File: src/rtl/mult_div_unit_pkg.sv
// Shared definitions for the iterative multiply/divide unit.
// Holds operation encodings, FSM state encoding, HI/LO move-select constants
// and small decode helpers used by the top and the iteration core.
package mult_div_unit_pkg;

  typedef enum logic [1:0] {
    OP_MULT  = 2'b00,
    OP_MULTU = 2'b01,
    OP_DIV   = 2'b10,
    OP_DIVU  = 2'b11
  } op_e;

  typedef enum logic [1:0] {
    IDLE   = 2'b00,
    RUN    = 2'b01,
    FINISH = 2'b10
  } state_e;

  localparam logic SEL_LO = 1'b0;
  localparam logic SEL_HI = 1'b1;

  function automatic logic op_is_div(input op_e op);
    return (op == OP_DIV) || (op == OP_DIVU);
  endfunction

  function automatic logic op_is_signed(input op_e op);
    return (op == OP_MULT) || (op == OP_DIV);
  endfunction

endpackage

File: src/rtl/mult_div_iter_core.sv
// Iteration datapath: 2*NBits accumulator, iteration counter and one
// shift-add (multiply) or restoring shift-subtract (divide) step per i_step.
// Ports:
//   clk, reset   clock, synchronous active-high reset
//   i_load       load magnitudes and clear the counter
//   i_step       perform one iteration
//   i_is_div     1 selects divide step, 0 multiply step
//   i_a, i_b     unsigned multiplicand/dividend and multiplier/divisor
//   o_acc        accumulator: product, or {remainder, quotient}
//   o_last_c     high while the counter is at the final iteration
module mult_div_iter_core #(
  parameter int unsigned NBits = 32
) (
  input  logic                 clk,
  input  logic                 reset,
  input  logic                 i_load,
  input  logic                 i_step,
  input  logic                 i_is_div,
  input  logic [NBits-1:0]     i_a,
  input  logic [NBits-1:0]     i_b,
  output logic [2*NBits-1:0]   o_acc,
  output logic                 o_last_c
);

  localparam int unsigned AW = 2 * NBits;
  localparam int unsigned CW = $clog2(NBits + 1);

  logic [AW-1:0]    r_acc;
  logic [NBits-1:0] r_m;
  logic [CW-1:0]    r_count;

  logic [NBits:0]   w_sum;
  logic [NBits:0]   w_part;
  logic [NBits:0]   w_diff;
  logic             w_ge;
  logic [AW-1:0]    w_acc_nxt;

  // One iteration. Multiply adds the multiplicand into the upper half when the
  // current multiplier bit (acc LSB) is set, then shifts right with carry.
  // Divide shifts the next dividend bit into the partial remainder and keeps
  // the subtraction only when it does not go negative.
  always_comb begin
    w_sum     = {1'b0, r_acc[AW-1:NBits]} + {1'b0, r_m};
    w_part    = {r_acc[AW-1:NBits], r_acc[NBits-1]};
    w_diff    = w_part - {1'b0, r_m};
    w_ge      = (w_part >= {1'b0, r_m});
    w_acc_nxt = r_acc;
    if (i_is_div) begin
      if (w_ge) begin
        w_acc_nxt = {w_diff[NBits-1:0], r_acc[NBits-2:0], 1'b1};
      end else begin
        w_acc_nxt = {w_part[NBits-1:0], r_acc[NBits-2:0], 1'b0};
      end
    end else begin
      if (r_acc[0]) begin
        w_acc_nxt = {w_sum, r_acc[NBits-1:1]};
      end else begin
        w_acc_nxt = {1'b0, r_acc[AW-1:1]};
      end
    end
  end

  // Accumulator, operand and counter registers.
  always_ff @(posedge clk) begin
    if (reset) begin
      r_acc   <= '0;
      r_m     <= '0;
      r_count <= '0;
    end else if (i_load) begin
      r_acc   <= {NBits'(0), i_a};
      r_m     <= i_b;
      r_count <= '0;
    end else if (i_step) begin
      r_acc   <= w_acc_nxt;
      r_count <= r_count + CW'(1);
    end
  end

  assign o_acc    = r_acc;
  assign o_last_c = (r_count == CW'(NBits - 1));

endmodule

File: src/rtl/mult_div_unit.sv
// Iterative MULT/MULTU/DIV/DIVU unit with architectural HI/LO registers,
// MTHI/MTLO move writes and a combinational MFHI/MFLO read port.
// Ports:
//   clk, reset           clock, synchronous active-high reset
//   Start, Op            launch an operation (sampled in IDLE only)
//   OperandA, OperandB   rs / rt operands
//   MoveEnable           MTHI/MTLO strobe (IDLE only, loses to Start)
//   MoveSelector         0 writes LO, 1 writes HI
//   MoveData             move write data
//   ReadSelector         0 reads LO, 1 reads HI onto Result
//   Result               combinational HI/LO read value
//   HI, LO               registered architectural registers
//   Busy                 operation in flight
//   Done                 one-cycle pulse once HI/LO hold the result
//   DivByZero            one-cycle pulse with Done on a zero divisor
module mult_div_unit
  import mult_div_unit_pkg::*;
#(
  parameter int unsigned NBits = 32
) (
  input  logic             clk,
  input  logic             reset,
  input  logic             Start,
  input  logic [1:0]       Op,
  input  logic [NBits-1:0] OperandA,
  input  logic [NBits-1:0] OperandB,
  input  logic             MoveEnable,
  input  logic             MoveSelector,
  input  logic [NBits-1:0] MoveData,
  input  logic             ReadSelector,
  output logic [NBits-1:0] Result,
  output logic [NBits-1:0] HI,
  output logic [NBits-1:0] LO,
  output logic             Busy,
  output logic             Done,
  output logic             DivByZero
);

  localparam int unsigned AW = 2 * NBits;

  state_e           r_state;
  state_e           w_state_nxt;
  logic             w_load;
  logic             w_step;
  logic             w_finish;

  op_e              r_op;
  logic             r_neg_q;
  logic             r_neg_r;
  logic             r_div0;
  logic [NBits-1:0] r_orig_a;

  logic [NBits-1:0] r_hi;
  logic [NBits-1:0] r_lo;
  logic             r_busy;
  logic             r_done;
  logic             r_dz;

  op_e              w_op_in;
  logic             w_sign_a;
  logic             w_sign_b;
  logic [NBits-1:0] w_abs_a;
  logic [NBits-1:0] w_abs_b;
  logic             w_is_div;
  logic [AW-1:0]    w_acc;
  logic             w_last;
  logic [AW-1:0]    w_prod;
  logic [NBits-1:0] w_quo;
  logic [NBits-1:0] w_rem;
  logic [NBits-1:0] w_hi_fin;
  logic [NBits-1:0] w_lo_fin;

  // FSM state register.
  always_ff @(posedge clk) begin
    if (reset) begin
      r_state <= IDLE;
    end else begin
      r_state <= w_state_nxt;
    end
  end

  // Next state and datapath strobes.
  always_comb begin
    w_state_nxt = r_state;
    w_load      = 1'b0;
    w_step      = 1'b0;
    w_finish    = 1'b0;
    case (r_state)
      IDLE: begin
        if (Start) begin
          w_load      = 1'b1;
          w_state_nxt = RUN;
        end
      end
      RUN: begin
        w_step = 1'b1;
        if (w_last) begin
          w_state_nxt = FINISH;
        end
      end
      FINISH: begin
        w_finish    = 1'b1;
        w_state_nxt = IDLE;
      end
      default: w_state_nxt = IDLE;
    endcase
  end

  // Operand magnitudes for signed ops; the most negative value maps onto
  // itself, which is the correct unsigned magnitude.
  always_comb begin
    w_op_in  = op_e'(Op);
    w_sign_a = op_is_signed(w_op_in) & OperandA[NBits-1];
    w_sign_b = op_is_signed(w_op_in) & OperandB[NBits-1];
    w_abs_a  = w_sign_a ? NBits'(-OperandA) : OperandA;
    w_abs_b  = w_sign_b ? NBits'(-OperandB) : OperandB;
  end

  // Operation context captured at Start.
  always_ff @(posedge clk) begin
    if (reset) begin
      r_op     <= OP_MULT;
      r_neg_q  <= 1'b0;
      r_neg_r  <= 1'b0;
      r_div0   <= 1'b0;
      r_orig_a <= '0;
    end else if (w_load) begin
      r_op     <= w_op_in;
      r_neg_q  <= w_sign_a ^ w_sign_b;
      r_neg_r  <= w_sign_a;
      r_div0   <= op_is_div(w_op_in) && (OperandB == '0);
      r_orig_a <= OperandA;
    end
  end

  assign w_is_div = op_is_div(r_op);

  mult_div_iter_core #(
    .NBits (NBits)
  ) u_core (
    .clk      (clk),
    .reset    (reset),
    .i_load   (w_load),
    .i_step   (w_step),
    .i_is_div (w_is_div),
    .i_a      (w_abs_a),
    .i_b      (w_abs_b),
    .o_acc    (w_acc),
    .o_last_c (w_last)
  );

  // Sign correction and divide-by-zero override applied in FINISH.
  always_comb begin
    w_prod   = r_neg_q ? AW'(-w_acc) : w_acc;
    w_quo    = w_acc[NBits-1:0];
    w_rem    = w_acc[AW-1:NBits];
    w_hi_fin = w_prod[AW-1:NBits];
    w_lo_fin = w_prod[NBits-1:0];
    if (w_is_div) begin
      if (r_div0) begin
        w_hi_fin = r_orig_a;
        w_lo_fin = '1;
      end else begin
        w_hi_fin = r_neg_r ? NBits'(-w_rem) : w_rem;
        w_lo_fin = r_neg_q ? NBits'(-w_quo) : w_quo;
      end
    end
  end

  // HI/LO and status registers; moves only land in IDLE when Start is low.
  always_ff @(posedge clk) begin
    if (reset) begin
      r_hi   <= '0;
      r_lo   <= '0;
      r_busy <= 1'b0;
      r_done <= 1'b0;
      r_dz   <= 1'b0;
    end else begin
      r_done <= w_finish;
      r_dz   <= w_finish & r_div0;
      if (w_load) begin
        r_busy <= 1'b1;
      end else if (w_finish) begin
        r_busy <= 1'b0;
      end
      if (w_finish) begin
        r_hi <= w_hi_fin;
        r_lo <= w_lo_fin;
      end else if ((r_state == IDLE) && !Start && MoveEnable) begin
        if (MoveSelector == SEL_HI) begin
          r_hi <= MoveData;
        end else begin
          r_lo <= MoveData;
        end
      end
    end
  end

  assign HI        = r_hi;
  assign LO        = r_lo;
  assign Busy      = r_busy;
  assign Done      = r_done;
  assign DivByZero = r_dz;
  assign Result    = (ReadSelector == SEL_HI) ? r_hi : r_lo;

endmodule

File: config.mk
export PLATFORM = sky130hd
export DESIGN_NAME = mult_div_unit
export DESIGN_NICKNAME = d
export VERILOG_FILES = /design/src/rtl/mult_div_unit_pkg.sv /design/src/rtl/mult_div_iter_core.sv /design/src/rtl/mult_div_unit.sv
export SDC_FILE = /design/constraint.sdc
export NUM_CORES = 1
export LEC_CHECK = 0
export CORE_MARGIN = 2
export CORE_UTILIZATION = 58
export CTS_CLUSTER_DIAMETER = 200
export DETAILED_ROUTE_END_ITERATION = 7
export MAX_ROUTING_LAYER = met4
export PLACE_DENSITY_LB_ADDON = 0.15
export SLEW_MARGIN = 20
export SYNTH_ARGS = -nofsm -noshare
export SYNTH_HDL_FRONTEND = slang
export SYNTH_HIERARCHICAL = 1
export SYNTH_SLANG_ARGS = --single-unit
File: constraint.sdc
create_clock -name clk -period 3.5 [get_ports clk]
set_input_delay 0.35 -clock clk [delete_from_list [all_inputs] [get_ports clk]]
set_output_delay 0.35 -clock clk [all_outputs]
set_load 0.05 [all_outputs]
---- Yosys cells after proc, flatten, opt, wreduce, memory -nomap -nowiden ----
Index checks and enable logic that the tools add are counted.
word-level totals
  output and inout bits ................... 99
  register bits after elaboration ......... 208
  input port bits ......................... 104
cells by class
  reduce and logical (&&, ||, !) cells .... 18
  eq/ne operators ......................... 10
  add/sub/neg operators ................... 8
  magnitude comparators ................... 1
  muxes and demuxes ....................... 30
  bitwise logic cells ..................... 4
operators by type and width
  operator                                                                 number
  32-bit 2-to-1 mux                                                        17
  64-bit 2-to-1 mux                                                        4
  32-bit negation                                                          4
  64-bit negation                                                          1
  32-bit by 32-bit adder with 33-bit output                                1
  33-bit by 32-bit >= comparator with 1-bit output                         1
  32-bit logical NOT                                                       1
  32-bit subtractor                                                        1
  2-bit == test, second input constant                                     5
  2-bit nonzero test                                                       4
  6-bit by 1-bit adder with 6-bit output, second input constant            1
  6-bit by 5-bit == test with 1-bit output, second input constant          1
  1-bit 2-to-1 mux                                                         6
  2-bit AND reduction                                                      3
  2-bit logical NOT                                                        2
  2-bit 2-to-1 mux                                                         2
  2-bit by 1-bit inequality test with 1-bit output, second input constant  2
  2-bit one-hot mux with 2 select lines                                    1
  1-bit bitwise AND                                                        3
  1-bit logical AND                                                        3
  1-bit logical OR                                                         3
  2-bit by 1-bit == test with 1-bit output, second input constant          1
  2-bit inequality test, second input constant                             1
  2-bit OR reduction                                                       1
  other kinds (2)                                                          2

---- Logic depth before layout (Yosys ltp) ----
Gate-level depths: netlist of run 1.
  depth after elaboration ................. 5
  mapped depth ............................ 15
  gate-level depth less buffers ........... 14

---- Hierarchy ----
The synthesis of run 1 kept the hierarchy.
modules (own cells, without submodules)
  module              seq. area each (µm²)  times used  area an instance (µm²)  cells an instance
  mult_div_unit       2102.0                1           8758.4                  1180
  mult_div_iter_core  2042.0                1           8488.1                  1106

---- Worst setup path before layout of run 1 ----
No wires, ideal clock.
  kind .................................... flip-flop to flip-flop
  start ................................... register u_core.r_acc[12], in the netlist u_core/o_acc[12]
  end ..................................... register r_hi[11], in the netlist HI[11]
  setup slack ............................. 0.616 ns
  setup time .............................. 0.073 ns
  path buffers ............................ 1
  cell stages (with the launch flop) ...... 8
  data arrival time ....................... 2.811 ns
  clock period less this slack ............ 2.884 ns
  path through ............................ dfxtp_1 > or4_4 > or4b_1 > buf_2 > or4_4 > or4_1 > and3_1 > nor3_2
on the way
  word-level cells in the longest chain between the ends .. 4
ends and longest elaborated chain
  element                   RTL line                  text
  start: declaration        mult_div_iter_core.sv:28  logic [AW-1:0] r_acc;
  start signal: assignment  mult_div_iter_core.sv:70  r_acc <= {NBits'(0), i_a};
  start signal: assignment  mult_div_iter_core.sv:74  r_acc <= w_acc_nxt;
  64-bit negation           mult_div_unit.sv:154      w_prod = r_neg_q ? AW'(-w_acc) : w_acc;
  64-bit 2-to-1 mux         mult_div_unit.sv:154
  32-bit 2-to-1 mux         mult_div_unit.sv:159      if (w_is_div) begin
  32-bit 2-to-1 mux         mult_div_unit.sv:186      if (w_finish) begin
  end signal: assignment    mult_div_unit.sv:187      r_hi <= w_hi_fin;
  end signal: assignment    mult_div_unit.sv:191      r_hi <= MoveData;
  end: declaration          mult_div_unit.sv:53       logic [NBits-1:0] r_hi;
Every way passes these cells.
A chain may end at the register's enable or synchronous reset.

---- Worst setup path after layout of run 1 ----
  start ................................... register u_core.r_m[0]
  end ..................................... register u_core.r_acc[56], in the netlist u_core/o_acc[56]
on the way
  word-level cells in the longest chain between the ends .. 3
  elaborated cells on any way between the ends .. 6
  those cells by class .................... 2 x add/sub; 1 x order compare; 3 x mux
ends and longest elaborated chain
  element                                                                  RTL line                                            text
  start: declaration                                                       mult_div_iter_core.sv:29                            logic [NBits-1:0] r_m;
  start signal: assignment                                                 mult_div_iter_core.sv:71                            r_m <= i_b;
  32-bit by 32-bit adder with 33-bit output, or another cell as far along  mult_div_iter_core.sv:43                            w_sum = {1'b0, r_acc[AW-1:NBits]} + {1'b0, r_m};
  64-bit 2-to-1 mux (on tied branches)                                     mult_div_iter_core.sv:55, mult_div_iter_core.sv:49
  64-bit 2-to-1 mux *                                                      mult_div_iter_core.sv:48                            if (i_is_div) begin
Every way passes the cells marked *; elsewhere a longest branch is shown, timed or not.

==> results of run 1 <==
==> state kept, by name, indices dropped and copies added (netlist names) <==
| register | count |
|---|---|
| u_core/o_acc | 64 |
| HI | 32 |
| r_op | 1 |
| r_div0 | 1 |
| Done | 1 |
| r_orig_a | 32 |
| r_state | 2 |
| r_neg_q | 1 |
| u_core/r_count | 6 |
| r_neg_r | 1 |
| Busy | 1 |
| LO | 32 |
| u_core/r_m | 32 |
| DivByZero | 1 |
==> power groups by stage <==
stage	Clock (mW)	Sequential, mW	Combinational, mW
floorplan	0	2.73	1.75
global placement	0	2.70	2.63
detailed placement	0	2.70	2.66
CTS	2.76	2.65	2.68
global route	2.85	2.67	2.94
finish	2.74	2.67	2.75
==> synth_stat cells (29+ instances only) <==
master and count:
a211oi_1 45, a21o_1 29, a21oi_1 207, a221oi_1 43, a31oi_1 36, clkbuf_1 117, dfxtp_1 207, ha_1 69
inv_1 70, mux2_2 35, mux2i_1 131, nand2_1 268, nand3_1 38, nor2_1 226, nor3_1 42, o21ai_0 118
o31ai_1 32, or3_1 30, xnor2_1 85, xor2_1 85
==> per-stage QoR <==
step	total power, mW	instances
2_1_floorplan	4.485	2286
3_3_place_gp	5.325	2815
3_5_place_dp	5.362	2815
4_1_cts	8.091	2863
5_1_grt	8.463	2864
6_report	8.161	2865
==> kinds of logic after synthesis <==
| kind of cell | count (synthesis) |
|---|---|
| compound gates | 677 |
| flops | 207 |
| buf+inv | 231 |
| xor+xnor | 170 |
| fa+ha+maj | 71 |
| mux | 166 |
| simple gates | 764 |
==> worst min-delay path by stage <==
stage                                               end
after detailed placement      r_orig_a[29]$_SDFFE_PP0P_
after global placement        r_orig_a[31]$_SDFFE_PP0P_
after floorplan               r_orig_a[11]$_SDFFE_PP0P_
final                              r_neg_q$_SDFFE_PP0P_
after CTS                          r_neg_q$_SDFFE_PP0P_
after global routing      u_core/o_acc[29]$_SDFFE_PP0P_
==> layer usage <==
metal | vias to the layer above | routed length, um | global-route usage, %
met5 | - | 0 | -
met4 | 0 | 5284 | 29.82
met3 | 258 | 6295 | 6.826
met2 | 1239 | 31090 | 69.69
met1 | 9008 | 25840 | 52.00
li1 | 8691 | - | -
==> layout by cell type (no fill, tap or decap), types with 11 or more instances in the layout <==
cell             instances
nand2_1                268
nor2_1                 223
a21oi_1                207
dfxtp_1                205
clkdlybuf4s50_1        169
mux2i_1                131
buf_4                  127
o21ai_0                118
xnor2_1                 85
xor2_1                  85
inv_1                   70
ha_1                    69
a211oi_1                45
a221oi_1                43
nor3_1                  42
nand3_1                 38
a31oi_1                 36
mux2_2                  35
o31ai_1                 32
or3_1                   30
a21o_1                  29
clkbuf_16               26
or4_1                   24
nor4_1                  21
o211ai_1                21
nand2b_1                18
nor2b_1                 18
nand4_1                 18
o41ai_1                 17
a311oi_1                12
o21ai_1                 11
==> layout make-up <==
class	instances	share of cell area, %
inverters	71	1.304
flip-flops and latches	207	20.11
clock inverters	16	0.7458
well taps	390	2.365
diodes	2	0.02425
multi-input cells	1848	58.89
repair buffers	299	13.11
clock buffers	32	3.456
==> run metrics, run 1 <==
Final Hold Fails=0; CTS tree=yes; Placement Setup Slack=0.1475 ns; r2r endpoint=u_core/o_acc[56]$_SDFFE_PP0P_; Clk pwr share=33.6%; initial antenna violation count=1; top-area cell type share of the netlist area=24.03%; Synth Area in Compound Gates=25.81%; die span in y=176.4 um; min Tclk post-route=3.353 ns; simple-gate share of the synthesized area=20.75%; area of the multi-input gates=0.01215 mm^2; synth unique cells=92; Critical Path Sink=u_core/o_acc[56]$_SDFFE_PP0P_; I/O Buffers=202; via/cell ratio=6.700; final core occ=70.00%; CP startpoint=u_core/r_m[0]$_SDFFE_PP0P_; relative slew slack=43.14%; Worst Path Arrival=3.80 ns; IO Count=203; Reg power frac=32.7%; die width=176.4 um; Clock Latency Late Sink=0.55 ns; Area after DPL=0.01976 mm^2; Root Buffer=clkbuf_16; Tcrit/Tclk final=95.80%; cell taking the most area after synthesis=dfxtp_1; Synth Area per Inst=7.544 um^2; total grt overflow=0; vias in the first global route=18.03k; Final Skew=0.01060 ns; number of nets in the layout=2628; Max Slew Vio Count=0; main area contributors after synthesis=dfxtp_1, mux2i_1, a21oi_1; drt initial violations=2424; Seq/Total Area, Yosys=24.03%; die area=0.03113 mm^2; layout cell share with drive strength beyond 1=10.72%; MaxCap Viol Count=0; DRC=0; core area=0.02948 mm^2; CTS H-tree depth=1; Gate power share=33.7%; Initial Utilization=58.50%; Setup WS post-layout=0.1471 ns; register area=0.004149 mm^2; largest net degree at the start of global routing=128; first-pass detailed-route iteration total=5; GPL Wtd Cong=1.056; Post-CTS Setup Inserts=0; Hold Path Class=in -> reg; r2r startpoint=u_core/r_m[0]$_SDFFE_PP0P_; WP depth=12; Synth Area in Adders=5.238%; antenna viol nets, final=0; cell area after synthesis=0.01725 mm^2; final hold slack=0.3233 ns; Peak VDD IR=0.0003917 V; Crit path max-delay family=compound AO/OA/AOI/OAI gates; CP required=3.95 ns; Worst Tran Pin Value=0.8512 ns; clk sinks=207; Switch Pwr=3.039 mW; post-layout instance area=0.02064 mm^2; Max Freq=0.2982 GHz; CP endpoint kind=flop; Yosys warning count=6; Net Sw Frac=37.24%; Max stage delay on crit path=0.41 ns; Final setup viols=0; Bufs and invs on worst path=1; reg2reg setup slack=0.15 ns; CTS Buffer Depth=3; Leak=8.001 nW; Synth Flop Type=dfxtp_1; Setup TNS=0 ns; largest family of logic cells by synthesized area=compound AO/OA/AOI/OAI gates; gr usage total=44.16%; Post-synth EDFFs=0; # fillers=2403; Synth Instances=2286; hold path start=reset; clk slew on worst S/H paths=0.06 ns; internal power=5.122 mW; crit-path cells=ha_1 > inv_1 > fa_1 > a211o_1 > a221o_1 > a21oi_1 > o21ai_0 > a21oi_1 > o21ai_0 > o311ai_1 > a221oi_2 > a21o_1; unrepaired setup endpoints after global routing=no; Max FO, Critical Path=3; multiplexer share of the synthesized area=9.888%; R2R depth=12; Hold Path Cell Cnt=2; Routed WL per cell=23.91 um; Vias=19.20k; XOR/XNOR Fraction of Synth Area=8.633%; synthesized net count=2461; CTS Hold Bufs=0; Critical Path Slowest Stage Cell=fa_1; Site Rows=63; Post-CTS Resized=0; Setup crit start kind=flop; first-pass GRT wire length=104200 um; status=finished clean; Synth-to-Final Area Change=19.65%; Async S/R FF share, synth=0%; HPWL Detailed=51570 um; power per cell area=395.5 mW/mm^2; FF+latch count, synth=207; DRT Wirelength=68510 um; Crit Path Class=reg -> reg; TritonCTS Buffers=26
No activity file was read; power rests on OpenSTA's default activity.
==> run 2: changes to the inputs <==
--- a/config.mk
+++ b/config.mk
@@ -5,12 +5,12 @@
 export SDC_FILE = /design/constraint.sdc
 export NUM_CORES = 1
 export LEC_CHECK = 0
-export CORE_MARGIN = 2
 export CORE_UTILIZATION = 58
 export CTS_CLUSTER_DIAMETER = 200
 export DETAILED_ROUTE_END_ITERATION = 7
 export MAX_ROUTING_LAYER = met4
 export PLACE_DENSITY_LB_ADDON = 0.15
+export SETUP_SLACK_MARGIN = 0.4
 export SLEW_MARGIN = 20
 export SYNTH_ARGS = -nofsm -noshare
 export SYNTH_HDL_FRONTEND = slang
==> run metrics, run 2 (synthesized netlist as in run 1, its figures left out) <==
status=finished clean (unchanged); Max Slew Vio Count=0 (unchanged); first-pass GRT wire length=103300 um (was 104200 um); Clock Latency Late Sink=0.56 ns (was 0.55 ns); unrepaired setup endpoints after global routing=yes (was no); total grt overflow=0 (unchanged); IO Count=203 (unchanged); Initial Utilization=59.44% (was 58.50%); via/cell ratio=6.746 (was 6.700); Final Skew=0.02944 ns (was 0.01060 ns); Leak=8.070 nW (was 8.001 nW); Placement Setup Slack=0.1740 ns (was 0.1475 ns); vias in the first global route=17.98k (was 18.03k); CTS Buffer Depth=3 (unchanged); Tcrit/Tclk final=87.33% (was 95.80%); post-layout instance area=0.02089 mm^2 (was 0.02064 mm^2); Final setup viols=0 (unchanged); Routed WL per cell=23.72 um (was 23.91 um); Area after DPL=0.01977 mm^2 (was 0.01976 mm^2); Max Freq=0.3272 GHz (was 0.2982 GHz); initial antenna violation count=0 (was 1); GPL Wtd Cong=1.048 (was 1.056); power per cell area=389.0 mW/mm^2 (was 395.5 mW/mm^2); final core occ=71.99% (was 70.00%); CP required=3.95 ns (about the same); Worst Path Arrival=3.50 ns (was 3.80 ns); Placed Cells=2809 (was 2815); final std cells w/o fill=2868 (was 2865); clk slew on worst S/H paths=0.06 ns (about the same); Setup TNS=0 ns (unchanged); core area=0.02901 mm^2 (was 0.02948 mm^2); clk sinks=207 (unchanged); crit-path cells=inv_1 > ha_1 > nand3_1 > o21bai_2 > a31oi_4 > o21ai_1 > a211oi_1 > o21ai_1 > o31ai_1 > nand4_1 > o21a_1 > a32o_1 (was ha_1 > inv_1 > fa_1 > a211o_1 > a221o_1 > a21oi_1 > o21ai_0 > a21oi_1 > o21ai_0 > o311ai_1 > a221oi_2 > a21o_1); Total Power=8.125 mW (was 8.161 mW); Site Rows=62 (was 63); R2R depth=12 (unchanged); Max stage delay on crit path=0.40 ns (was 0.41 ns); Final Hold Fails=0 (unchanged); Hold Path Cell Cnt=2 (unchanged); die area=0.03043 mm^2 (was 0.03113 mm^2); Setup crit start kind=flop (unchanged); MaxCap Viol Count=0 (unchanged); Crit Path Class=reg -> reg (unchanged); largest net degree at the start of global routing=93 (was 128); gr usage total=44.67% (was 44.16%); Root Buffer=clkbuf_16 (unchanged); drt initial violations=2561 (was 2424); commonest non-fill, non-tap cell in the layout=nand2_1 (unchanged); min Tclk post-route=3.056 ns (was 3.353 ns); die span in y=174.4 um (was 176.4 um); Max FO, Critical Path=5 (was 3); Peak VDD IR=0.0003732 V (was 0.0003917 V); CTS H-tree depth=1 (unchanged); Hold Path Class=in -> reg (unchanged); Setup WS post-layout=0.4435 ns (was 0.1471 ns); CP endpoint kind=flop (unchanged); die width=174.4 um (was 176.4 um); HPWL Detailed=51290 um (was 51570 um); Synth-to-Final Area Change=21.11% (was 19.65%); I/O Buffers=202 (unchanged); final hold slack=0.2965 ns (was 0.3233 ns); max reg flops=64 (unchanged); relative slew slack=40.78% (was 43.14%); antenna viol nets, final=0 (unchanged); Vias=19.35k (was 19.20k); CTS tree=yes (unchanged); Critical Path Slowest Stage Cell=dfxtp_1 (was fa_1); DRT Wirelength=68030 um (was 68510 um); n_diodes=0 (was 2); layout cell share with drive strength beyond 1=12.80% (was 10.72%); CTS Hold Bufs=0 (unchanged); number of nets in the layout=2643 (was 2628); TritonCTS Buffers=25 (was 26); first-pass detailed-route iteration total=8 (was 5); DRC=0 (unchanged); most frequent cells in the layout=nand2_1, nor2_1, dfxtp_1 (was nand2_1, nor2_1, a21oi_1); most frequent CP cell=o21ai_1; Worst Tran Pin Value=0.8883 ns (was 0.8512 ns)
run 2: worst paths after layout:
check	start	slack [ns]	to
worst max-delay path	u_core/r_m[2]$_SDFFE_PP0P_	0.44	u_core/o_acc[59]$_SDFFE_PP0P_
worst min register to register	Busy$_SDFFE_PP0P_	0.46	Busy$_SDFFE_PP0P_
worst min-delay path	reset	0.30	r_neg_q$_SDFFE_PP0P_
worst max register to register	u_core/r_m[2]$_SDFFE_PP0P_	0.44	u_core/o_acc[59]$_SDFFE_PP0P_
run 2: area by class of cell:
cell class                 instances  area, um^2
clock buffer                      32       703.2
timing repair buffer             315        2841
clock inverter                    11       100.1
sequential                       207        4156
inverter                          71       269.0
tap                              384       480.5
multi-input combinational       1848       12340
fill                            2329        8125
run 2: what timing repair did:
item | CTS | global route
endpoints found under the setup margin | 19 | 37
buffers inserted | 5 | 11
pin swaps | 5 | 22
resized for setup | 8 | 46
hold endpoints to repair | 0 | 0
run 2: per-layer routing:
layer	track usage [%]	up-vias	share of wire [%]
li1	-	8717	-
met4	28.44	0	7.3
met3	6.562	291	9.9
met1	52.54	8985	37
met2	71.31	1354	46
met5	-	-	0
run 2: critical path, delay by kind of cell (launching register included):
kind                     cells  cell delay, ns
AO/OA/AOI/OAI                8            1.88
adder cells (fa/ha/maj)      1            0.37
buffers and inverters        1            0.06
flip-flops                   1            0.40
AND/OR/NAND/NOR              2            0.25
run 2: power breakdown:
part	total, mW	switching, mW	leakage [nW]	internal, mW
registers	2.67	0.184	1.69	2.49
logic	2.85	1.75	5.98	1.10
clock network	2.60	1.11	0.397	1.49
total	8.12	3.05	8.07	5.08
